$ cat src/rtl/video_ctrl_pkg.sv
// ---------------------------------------------------------------------------
// video_ctrl_pkg : shared state codes and control-vector layout
// Rev 1.0
// ---------------------------------------------------------------------------
`default_nettype none

package video_ctrl_pkg;

  typedef enum logic [2:0] {
    ST_BOOT  = 3'd0,
    ST_PAT   = 3'd1,
    ST_ARM   = 3'd2,
    ST_CAM   = 3'd3,
    ST_LOST  = 3'd4,
    ST_FAULT = 3'd5
  } state_t;

  typedef struct packed {
    logic       camera;
    logic       overlay;
    logic       pattern;
    logic [7:0] thresh;
  } ctrl_vec_t;

  localparam int CTRL_W = $bits(ctrl_vec_t);

endpackage

`default_nettype wire

$ cat src/rtl/switch_debounce.sv
// ---------------------------------------------------------------------------
// switch_debounce : 2-flop synchroniser plus stable-time debounce of a vector
// Rev 1.0
// ---------------------------------------------------------------------------
`default_nettype none

module switch_debounce #(
  parameter int WIDTH           = 11,
  parameter int DEBOUNCE_CYCLES = 4
) (
  input  logic             clk,
  input  logic             reset_n,
  input  logic [WIDTH-1:0] i_raw,
  output logic [WIDTH-1:0] o_pend
);

  localparam int c_cnt_w = (DEBOUNCE_CYCLES > 1) ? $clog2(DEBOUNCE_CYCLES) : 1;
  localparam logic [c_cnt_w-1:0] c_cnt_max = c_cnt_w'(DEBOUNCE_CYCLES - 1);
  localparam logic [c_cnt_w-1:0] c_cnt_one = c_cnt_w'(1);

  logic [WIDTH-1:0]   sync1_q, sync2_q, prev_q;
  logic [WIDTH-1:0]   pend_q, pend_d;
  logic [c_cnt_w-1:0] cnt_q, cnt_d;

  always_ff @(posedge clk or negedge reset_n) begin
    if (!reset_n) begin
      sync1_q <= '0;
      sync2_q <= '0;
      prev_q  <= '0;
      cnt_q   <= '0;
      pend_q  <= '0;
    end else begin
      sync1_q <= i_raw;
      sync2_q <= sync1_q;
      prev_q  <= sync2_q;
      cnt_q   <= cnt_d;
      pend_q  <= pend_d;
    end
  end

  // Load happens on the edge where the counter arrives at its terminal value.
  always_comb begin
    cnt_d  = cnt_q;
    pend_d = pend_q;
    if (sync2_q != prev_q) begin
      cnt_d = '0;
    end else if (cnt_q != c_cnt_max) begin
      cnt_d = cnt_q + c_cnt_one;
    end
    if ((sync2_q == prev_q) && (cnt_d == c_cnt_max)) begin
      pend_d = sync2_q;
    end
  end

  assign o_pend = pend_q;

endmodule

`default_nettype wire

$ cat src/rtl/video_mode_ctrl.sv
// ---------------------------------------------------------------------------
// video_mode_ctrl : frame-synchronous source / Sobel setting sequencer
// Rev 1.0
// ---------------------------------------------------------------------------
`default_nettype none

module video_mode_ctrl
  import video_ctrl_pkg::*;
#(
  parameter int         DEBOUNCE_CYCLES = 1_000_000,
  parameter int         STALE_FRAMES    = 2,
  parameter logic [7:0] THRESH_RST      = 8'd64
) (
  input  logic       clk,
  input  logic       reset_n,
  input  logic       req_camera,
  input  logic       req_overlay,
  input  logic       req_pattern,
  input  logic [7:0] req_thresh,
  input  logic       start_of_frame,
  input  logic       cam_pix_valid,
  input  logic       sccb_done,
  input  logic       sccb_err,
  output logic       use_camera,
  output logic       overlay_on,
  output logic       pattern_sel,
  output logic [7:0] thresh,
  output logic       cam_lost,
  output logic       cfg_fault,
  output logic [2:0] state_o
);

  localparam int c_miss_w = $clog2(STALE_FRAMES + 1);
  localparam logic [c_miss_w-1:0] c_miss_max = c_miss_w'(STALE_FRAMES);
  localparam logic [c_miss_w-1:0] c_miss_one = c_miss_w'(1);

  logic [CTRL_W-1:0] w_raw;
  ctrl_vec_t         pend;

  assign w_raw = {req_camera, req_overlay, req_pattern, req_thresh};

  switch_debounce #(
    .WIDTH           (CTRL_W),
    .DEBOUNCE_CYCLES (DEBOUNCE_CYCLES)
  ) u_debounce (
    .clk     (clk),
    .reset_n (reset_n),
    .i_raw   (w_raw),
    .o_pend  (pend)
  );

  state_t              state_q, state_d;
  logic                seen_q, seen_d;
  logic [c_miss_w-1:0] miss_cnt_q, miss_cnt_d;
  logic                use_camera_q, use_camera_d;
  logic                overlay_q, overlay_d;
  logic                pattern_q, pattern_d;
  logic [7:0]          thresh_q, thresh_d;
  logic                cam_lost_q, cam_lost_d;
  logic                cfg_fault_q, cfg_fault_d;
  logic                w_stale;

  always_ff @(posedge clk or negedge reset_n) begin
    if (!reset_n) begin
      state_q      <= ST_BOOT;
      seen_q       <= 1'b0;
      miss_cnt_q   <= '0;
      use_camera_q <= 1'b0;
      overlay_q    <= 1'b0;
      pattern_q    <= 1'b0;
      thresh_q     <= THRESH_RST;
      cam_lost_q   <= 1'b0;
      cfg_fault_q  <= 1'b0;
    end else begin
      state_q      <= state_d;
      seen_q       <= seen_d;
      miss_cnt_q   <= miss_cnt_d;
      use_camera_q <= use_camera_d;
      overlay_q    <= overlay_d;
      pattern_q    <= pattern_d;
      thresh_q     <= thresh_d;
      cam_lost_q   <= cam_lost_d;
      cfg_fault_q  <= cfg_fault_d;
    end
  end

  // This frame's miss would reach the limit, judged on the frame just ending.
  assign w_stale = ((32'(miss_cnt_q) + 32'd1) >= 32'(STALE_FRAMES)) && !seen_q;

  always_comb begin
    state_d    = state_q;
    seen_d     = seen_q;
    miss_cnt_d = miss_cnt_q;
    overlay_d  = overlay_q;
    pattern_d  = pattern_q;
    thresh_d   = thresh_q;

    // A pixel on the frame-start cycle belongs to the new frame.
    if (start_of_frame) begin
      seen_d = cam_pix_valid;
      if (seen_q) begin
        miss_cnt_d = '0;
      end else if (miss_cnt_q != c_miss_max) begin
        miss_cnt_d = miss_cnt_q + c_miss_one;
      end
    end else if (cam_pix_valid) begin
      seen_d = 1'b1;
    end

    case (state_q)
      ST_BOOT: begin
        if (sccb_err) begin
          state_d = ST_FAULT;
        end else if (sccb_done) begin
          state_d = ST_PAT;
        end
      end
      ST_PAT: begin
        if (start_of_frame && pend.camera) begin
          state_d = ST_ARM;
        end
      end
      ST_ARM: begin
        if (start_of_frame) begin
          if (!pend.camera) begin
            state_d = ST_PAT;
          end else if (seen_q) begin
            state_d = ST_CAM;
          end
        end
      end
      ST_CAM: begin
        if (start_of_frame) begin
          if (!pend.camera) begin
            state_d = ST_PAT;
          end else if (w_stale) begin
            state_d = ST_LOST;
          end
        end
      end
      ST_LOST: begin
        if (start_of_frame) begin
          if (!pend.camera) begin
            state_d = ST_PAT;
          end else if (seen_q) begin
            state_d = ST_ARM;
          end
        end
      end
      ST_FAULT: state_d = ST_FAULT;
      default:  state_d = ST_BOOT;
    endcase

    // Settings track pend at frame start everywhere except before SCCB is up.
    if (start_of_frame && (state_q != ST_BOOT)) begin
      overlay_d = pend.overlay;
      pattern_d = pend.pattern;
      thresh_d  = pend.thresh;
    end

    use_camera_d = (state_d == ST_CAM);
    cam_lost_d   = (state_d == ST_LOST);
    cfg_fault_d  = (state_d == ST_FAULT);
  end

  assign use_camera  = use_camera_q;
  assign overlay_on  = overlay_q;
  assign pattern_sel = pattern_q;
  assign thresh      = thresh_q;
  assign cam_lost    = cam_lost_q;
  assign cfg_fault   = cfg_fault_q;
  assign state_o     = state_q;

endmodule

`default_nettype wire

$ cat config.mk
export PLATFORM = sky130hd
export DESIGN_NAME = video_mode_ctrl
export DESIGN_NICKNAME = d
export VERILOG_FILES = /design/src/rtl/video_ctrl_pkg.sv /design/src/rtl/switch_debounce.sv /design/src/rtl/video_mode_ctrl.sv
export SDC_FILE = /design/constraint.sdc
export NUM_CORES = 1
export LEC_CHECK = 0
export ABC_AREA = 1
export CAP_MARGIN = 10
export CORE_MARGIN = 2
export CORE_UTILIZATION = 45
export CTS_CLUSTER_DIAMETER = 200
export CTS_CLUSTER_SIZE = 14
export DETAILED_ROUTE_END_ITERATION = 12
export GPL_TIMING_DRIVEN = 0
export PLACE_DENSITY = 0.66
export RECOVER_POWER = 25
export SYNTH_ARGS = -nofsm -noshare
export SYNTH_HDL_FRONTEND = slang
export SYNTH_SLANG_ARGS = --single-unit
$ cat constraint.sdc
create_clock -name clk -period 5.07 [get_ports clk]
set_input_delay 0.7605 -clock clk [delete_from_list [all_inputs] [get_ports clk]]
set_output_delay 0.7605 -clock clk [all_outputs]
set_load 0.05 [all_outputs]
**Word level (Yosys, flattened, before mapping)**

Index checks and enable logic that the tools add are counted.

- Multiplexer cells: 19
- Eq/ne operators: 13
- Reduce and logical (&&, ||, !) cells: 10
- Add/sub/neg operators: 3
- Order comparisons: 1

Operators with widths:

| cell | number |
|---|---|
| $mux W20 | 2 |
| $mux W3 | 12 |
| $add A20 B1 Y20 const B | 1 |
| $eq A20 B20 Y1 const B | 1 |
| $ne A20 B20 Y1 const B | 1 |
| $pmux W3 S6 | 1 |
| $eq A3 B3 Y1 const B | 4 |
| $eq A11 B11 Y1 | 1 |
| $ne A11 B11 Y1 | 1 |
| $eq A3 B2 Y1 const B | 3 |
| $logic_and A1 B1 Y1 | 4 |
| $mux W2 | 2 |
| $reduce_bool A2 Y1 | 2 |
| $add A2 B1 Y3 const B | 1 |
| $eq A3 B1 Y1 const B | 1 |
| $ge A3 B2 Y1 const B | 1 |
| $logic_not A3 Y1 | 1 |
| $reduce_bool A3 Y1 | 1 |
| $add A2 B1 Y2 const B | 1 |
| $mux W1 | 2 |
| $ne A2 B2 Y1 const B | 1 |
| $reduce_and A2 Y1 | 1 |
| $logic_not A1 Y1 | 1 |

- Input bits: 17
- Logic and storage cells: 60
- Register bits: 83
- Output and inout bits: 16

**Logic depth before layout (Yosys ltp)**

- Depth in word-level cells: 8
- Mapped depth: 15
- Gate-level depth less buffers: 14

**Hierarchy**

A second synthesis with hierarchy kept.

- Cell total of the unflattened synthesis: 442
- Area total of the unflattened synthesis: 4041.4 sq um

Modules (own cells, without submodules):

| module | sequential area each (sq um) | cells an instance | instances | area an instance (sq um) |
|---|---|---|---|---|
| switch_debounce | 1601.5 | 342 | 1 | 3032.9 |
| video_mode_ctrl | 476.7 | 100 | 1 | 1008.5 |

**Worst setup path before layout**

Ideal clock, no wire load.

- Path type: register to register
- Start point: register u_debounce.cnt_q[0]
- End point: register u_debounce.pend_q[10] (netlist: u_debounce.o_pend[10])
- Path buffers: 1
- Slack: 3.142 ns
- Data arrival time: 1.811 ns
- Required time: 4.953 ns
- Period minus slack after synthesis: 1.928 ns
- Stages on the path, launching flop included: 15
- Library setup time: 0.117 ns
- Cell sequence: dfrtp_1 ha_1 nand2_2 inv_2 nand2_2 nor2_4 nand3_4 and2_1 o21ai_2 nand2_1 nor2_2 nand3_2 buf_6 nand2_1 nand2_1

- Longest elaborated chain between the ends: 5
- Elaborated cells between the ends (all ways): 6
- Classes of those cells: add/sub: 1; eq/ne: 2; mux: 2; reduce/logical: 1

RTL lines:

| element | RTL line | source |
|---|---|---|
| from (decl) | switch_debounce.sv:23 | `logic [c_cnt_w-1:0] cnt_q, cnt_d;` |
| from (signal assigned) | switch_debounce.sv:36 | `cnt_q <= cnt_d;` |
| $add A20 B1 Y20 or $ne A20 B20 Y1 (tied branches) | switch_debounce.sv:48, switch_debounce.sv:47 |  |
| $mux W20 * | switch_debounce.sv:47 | `end else if (cnt_q != c_cnt_max) begin` |
| $mux W20 * | switch_debounce.sv:45 | `if (sync2_q != prev_q) begin` |
| $eq A20 B20 Y1 * | switch_debounce.sv:50 | `if ((sync2_q == prev_q) && (cnt_d == c_cnt_max)) begin` |
| $logic_and A1 B1 Y1 * | switch_debounce.sv:50 |  |
| to (signal assigned) | switch_debounce.sv:37 | `pend_q <= pend_d;` |
| to (decl) | switch_debounce.sv:22 | `logic [WIDTH-1:0] pend_q, pend_d;` |

Mark *: on every way between the ends. The rest lies on a longest branch, timed or not.
A chain may end at the register's enable or synchronous reset.

**Worst setup path after layout**

- Start point: register thresh_q[6] (netlist: thresh[6])
- End point: output thresh[6]

RTL lines:

| element | RTL line | source |
|---|---|---|
| from (decl) | video_mode_ctrl.sv:58 | `logic [7:0] thresh_q, thresh_d;` |
| from (signal assigned) | video_mode_ctrl.sv:81 | `thresh_q <= thresh_d;` |
| to (decl) | video_mode_ctrl.sv:27 | `output logic [7:0] thresh,` |

No word-level cell between the ends.

==> summary.txt <==
Status
  • Status: completed

Detailed routing
  • Drt drc: 0
  • Vias: around 3000
  • Number of detailed-route iterations in the first pass: 5
  • Iteration-0 DRC count of the detailed router: between 150 and 200
  • Vias per cell: just over 5
  • DRT antenna net count: 0
  • Routed len/inst: roughly 13 um
  • DRT Wirelength: between 7000 and 8000 um

Power and ir drop
  • LEAKAGE: about 0.0021 uW
  • Peak supply drop: roughly 0.00016 V
  • P per Cell Area: between 200 and 300 mW/mm^2

Worst setup path
  • Crit-path max cell delay: about 0.8 ns
  • CP arrival: between 1.5 and 2 ns
  • CP top delay family: buffers and inverters
  • CP Capture Type: primary output
  • WP data required: between 4 and 5 ns
  • Crit path max fanout: 2
  • WP buf/inv: 1
  • Reg2Reg Setup Slack: 2.76 ns
  • Slowest-stage cell, CP: clkdlybuf4s50_1
  • Critical Path Start Type: flop
  • R2r endpoint: u_debounce.o_pend[7]
  • Reg2reg start: u_debounce.sync2_q[9]
  • Crit-path cells: clkdlybuf4s50_1
  • CP Class: reg2out
  • R2r worst-path depth: 14

Cells and area
  • Layout Utilization: a little over half
  • Ant. Diodes: 0
  • Synth-to-Final Area Change: 17.3%
  • Final std cells w/o fill: between 500 and 600
  • Final instance area: 0.00456 mm^2
  • Share of layout cells above drive strength 1: between 10% and 20%
  • Nets@finish: a little under 500

Timing
  • Fmax: ~410 MHz
  • Slew Viols, Final: 0
  • Sum Neg Setup Slack: 0 ns
  • Worst hold margin: roughly 0.35 ns
  • Worst Tran Pin Value: 0.680 ns
  • Final Hold Vio Count: 0
  • RSZ-0062 raised after global routing: no
  • Final setup vio count: 0
  • Fin crit share: just under 50%
  • Final min period: around 2.4 ns
  • Worst Skew: 0.0167 ns
  • Relative slew slack: between 50% and 60%

Clock tree
  • Clk_lat worst skew: 0.35 ns
  • TritonCTS clock tree: built
  • Post-CTS Resized: 0
  • Clock root cell: clkbuf_8
  • # clock sinks: slightly above 80
  • Post-CTS Setup Bufs: 0
  • Num CTS Buffers: 9
  • H-tree depth: 3
  • Number of hold buffers added after cts: 0
  • Worst-case clock buffer depth: 2
  • Clk slew on worst S/H paths: about 0.10 ns

Placed design
  • IO Port Bufs: 32
  • Placed cell areas: about 0.0044 mm^2
  • Cell Count Post-Placement: 567
  • DP HPWL: 5530 um
  • Routability cong.: just under 0.9

Hold path
  • Hold path cells: 0
  • WHS Endpoint: u_debounce.sync2_q[10]
  • Hold wc startpoint: u_debounce.sync1_q[10]
  • HP Class: reg2reg

GRT
  • Total track usage: 17.4%
  • Vias in the first global route: between 2000 and 3000
  • Initial antenna violation count: 0
  • Grt ovf: 0
  • Largest net degree at the start of global routing: 75
  • First-pass GRT wire length: between 10000 and 15000 um

Die
  • Initial Util: 46.8%
  • Core Rows: 33
  • Die span in y: slightly below 100 um
  • Core area: between 0.008 and 0.009 mm^2
  • Die X: just under 100 um
  • Die area: 0.00940 mm^2
  • Num ports: 33

Synth
  • XOR/XNOR share of the synthesized area: under 10%
  • Synth Instances: 429
  • YS warnings: 0
  • Post-synthesis net count: around 450
  • Largest family of logic cells by synthesized area: simple AND/OR/NAND/NOR gates
  • Cell Area, Synth: a little under 0.004 mm^2
  • Register area share after synthesis: 53.5%
  • Adder-cell share of the synthesized area: less than 1%
  • Post-synth cell types: 40
  • Fraction of synthesized area in multiplexers: under 10%
  • Post-Synth Simple-Gate Area: a little over a quarter
  • Mapped Avg Cell Area: 9.06 um^2
  • Yosys reg bits: 83
  • Synth Area in Compound Gates: between 6 and 7%

Run
  • Max-cap violation count: 0
==> worst max-delay path by stage <==
stage                                       end                   from  slack [ns]  cells after the start
after global placement    u_debounce.sync1_q[6]                reset_n        0.34                      1
after CTS                             thresh[6]              thresh[6]        2.61                      1
after floorplan           u_debounce.o_pend[10]    u_debounce.cnt_q[0]        3.14                     14
after global routing       u_debounce.o_pend[7]  u_debounce.sync2_q[9]        2.51                     14
after detailed placement   u_debounce.o_pend[7]  u_debounce.sync2_q[6]        2.72                     14
final                                 thresh[6]              thresh[6]        2.63                      1
==> layout make-up <==
class                      count  area [um^2]
tap                          105          131
timing repair buffer          33          342
fill                         755         3740
clock buffer                   9          124
clock inverter                 7         76.3
sequential                    83         2080
multi-input combinational    280         1540
inverter                      57          214
buffer                         9         53.8
==> cells in the mapped netlist (all sizes together) <==
master | count | area [um^2]
or2 | 2 | 12.5
o21a | 3 | 22.5
mux2 | 10 | 113
xor2 | 5 | 43.8
o21ai | 18 | 93.8
buf | 7 | 46.3
o221ai | 1 | 8.76
dfrtp | 82 | 2050
nand3b | 2 | 18.8
clkbuf | 2 | 7.51
a211oi | 5 | 37.5
xnor2 | 5 | 43.8
dfstp | 1 | 26.3
ha | 3 | 37.5
nor2 | 45 | 243
a21oi | 11 | 62.6
nor3 | 11 | 65.1
nand3 | 27 | 153
nor4 | 2 | 12.5
nand2 | 106 | 420
o21bai | 1 | 7.51
o2111ai | 1 | 8.76
nand4 | 21 | 131
inv | 57 | 214
and2 | 1 | 6.26
==> where the power goes <==
part | switching, uW | leakage [uW] | internal (uW)
Clock | 276 | 0.000103 | 197
Sequential | 8.99 | 0.00106 | 677
Combinational | 29.2 | 0.000934 | 24.0
==> cell usage in the layout (no fill, tap or decap), types with 5 or more instances in the layout <==
cell type	Yosys	layout
nand2_1	99	99
dfrtp_1	82	82
inv_1	53	53
nor2_1	31	31
clkdlybuf4s50_1	0	31
nand3_1	25	25
nand4_1	21	21
o21ai_0	14	14
mux2_2	10	10
a21oi_1	9	9
nor3_1	9	9
clkbuf_8	0	9
nor2_2	8	8
nand2_2	6	6
nor2_4	5	5
xnor2_1	5	5
xor2_1	5	5
a211oi_1	5	5
==> per-layer routing <==
layer / routed length, um / part of all wire, % / track usage, % / vias to the layer above
met5: 0 / 0 / 0 / -
met4: 97 / 1.3 / 6.07 / 0
met3: 375 / 4.9 / 4.19 / 10
met2: 3530 / 46 / 26.7 / 90
met1: 3610 / 47 / 24.3 / 1389
li1: - / - / - / 1474
==> logic make-up (layout without fill, tap and decap cells) <==
logic type	Yosys count	count (layout)
simple gates	217	217
buf+inv	66	115
compound gates	40	40
mux	10	10
xor+xnor	10	10
flops	83	83
fa+ha+maj	3	3
==> registers in the layout, summed over array words and instances, names as in the netlist, 2 cells and up <==
name,count
u_debounce.prev_q,11
miss_cnt_q,2
u_debounce.cnt_q,20
u_debounce.o_pend,11
u_debounce.sync2_q,11
u_debounce.sync1_q,11
thresh,8
state_o,3
==> stage by stage <==
step / setup WS [ns] / power, uW
4_1_cts: 2.61 / 1230
5_1_grt: 2.51 / 1280
6_report: 2.63 / 1210
3_5_place_dp: 2.72 / 755
3_3_place_gp: 0.339 / 749
2_1_floorplan: 3.14 / 719
(Power assumes the default switching activity.)
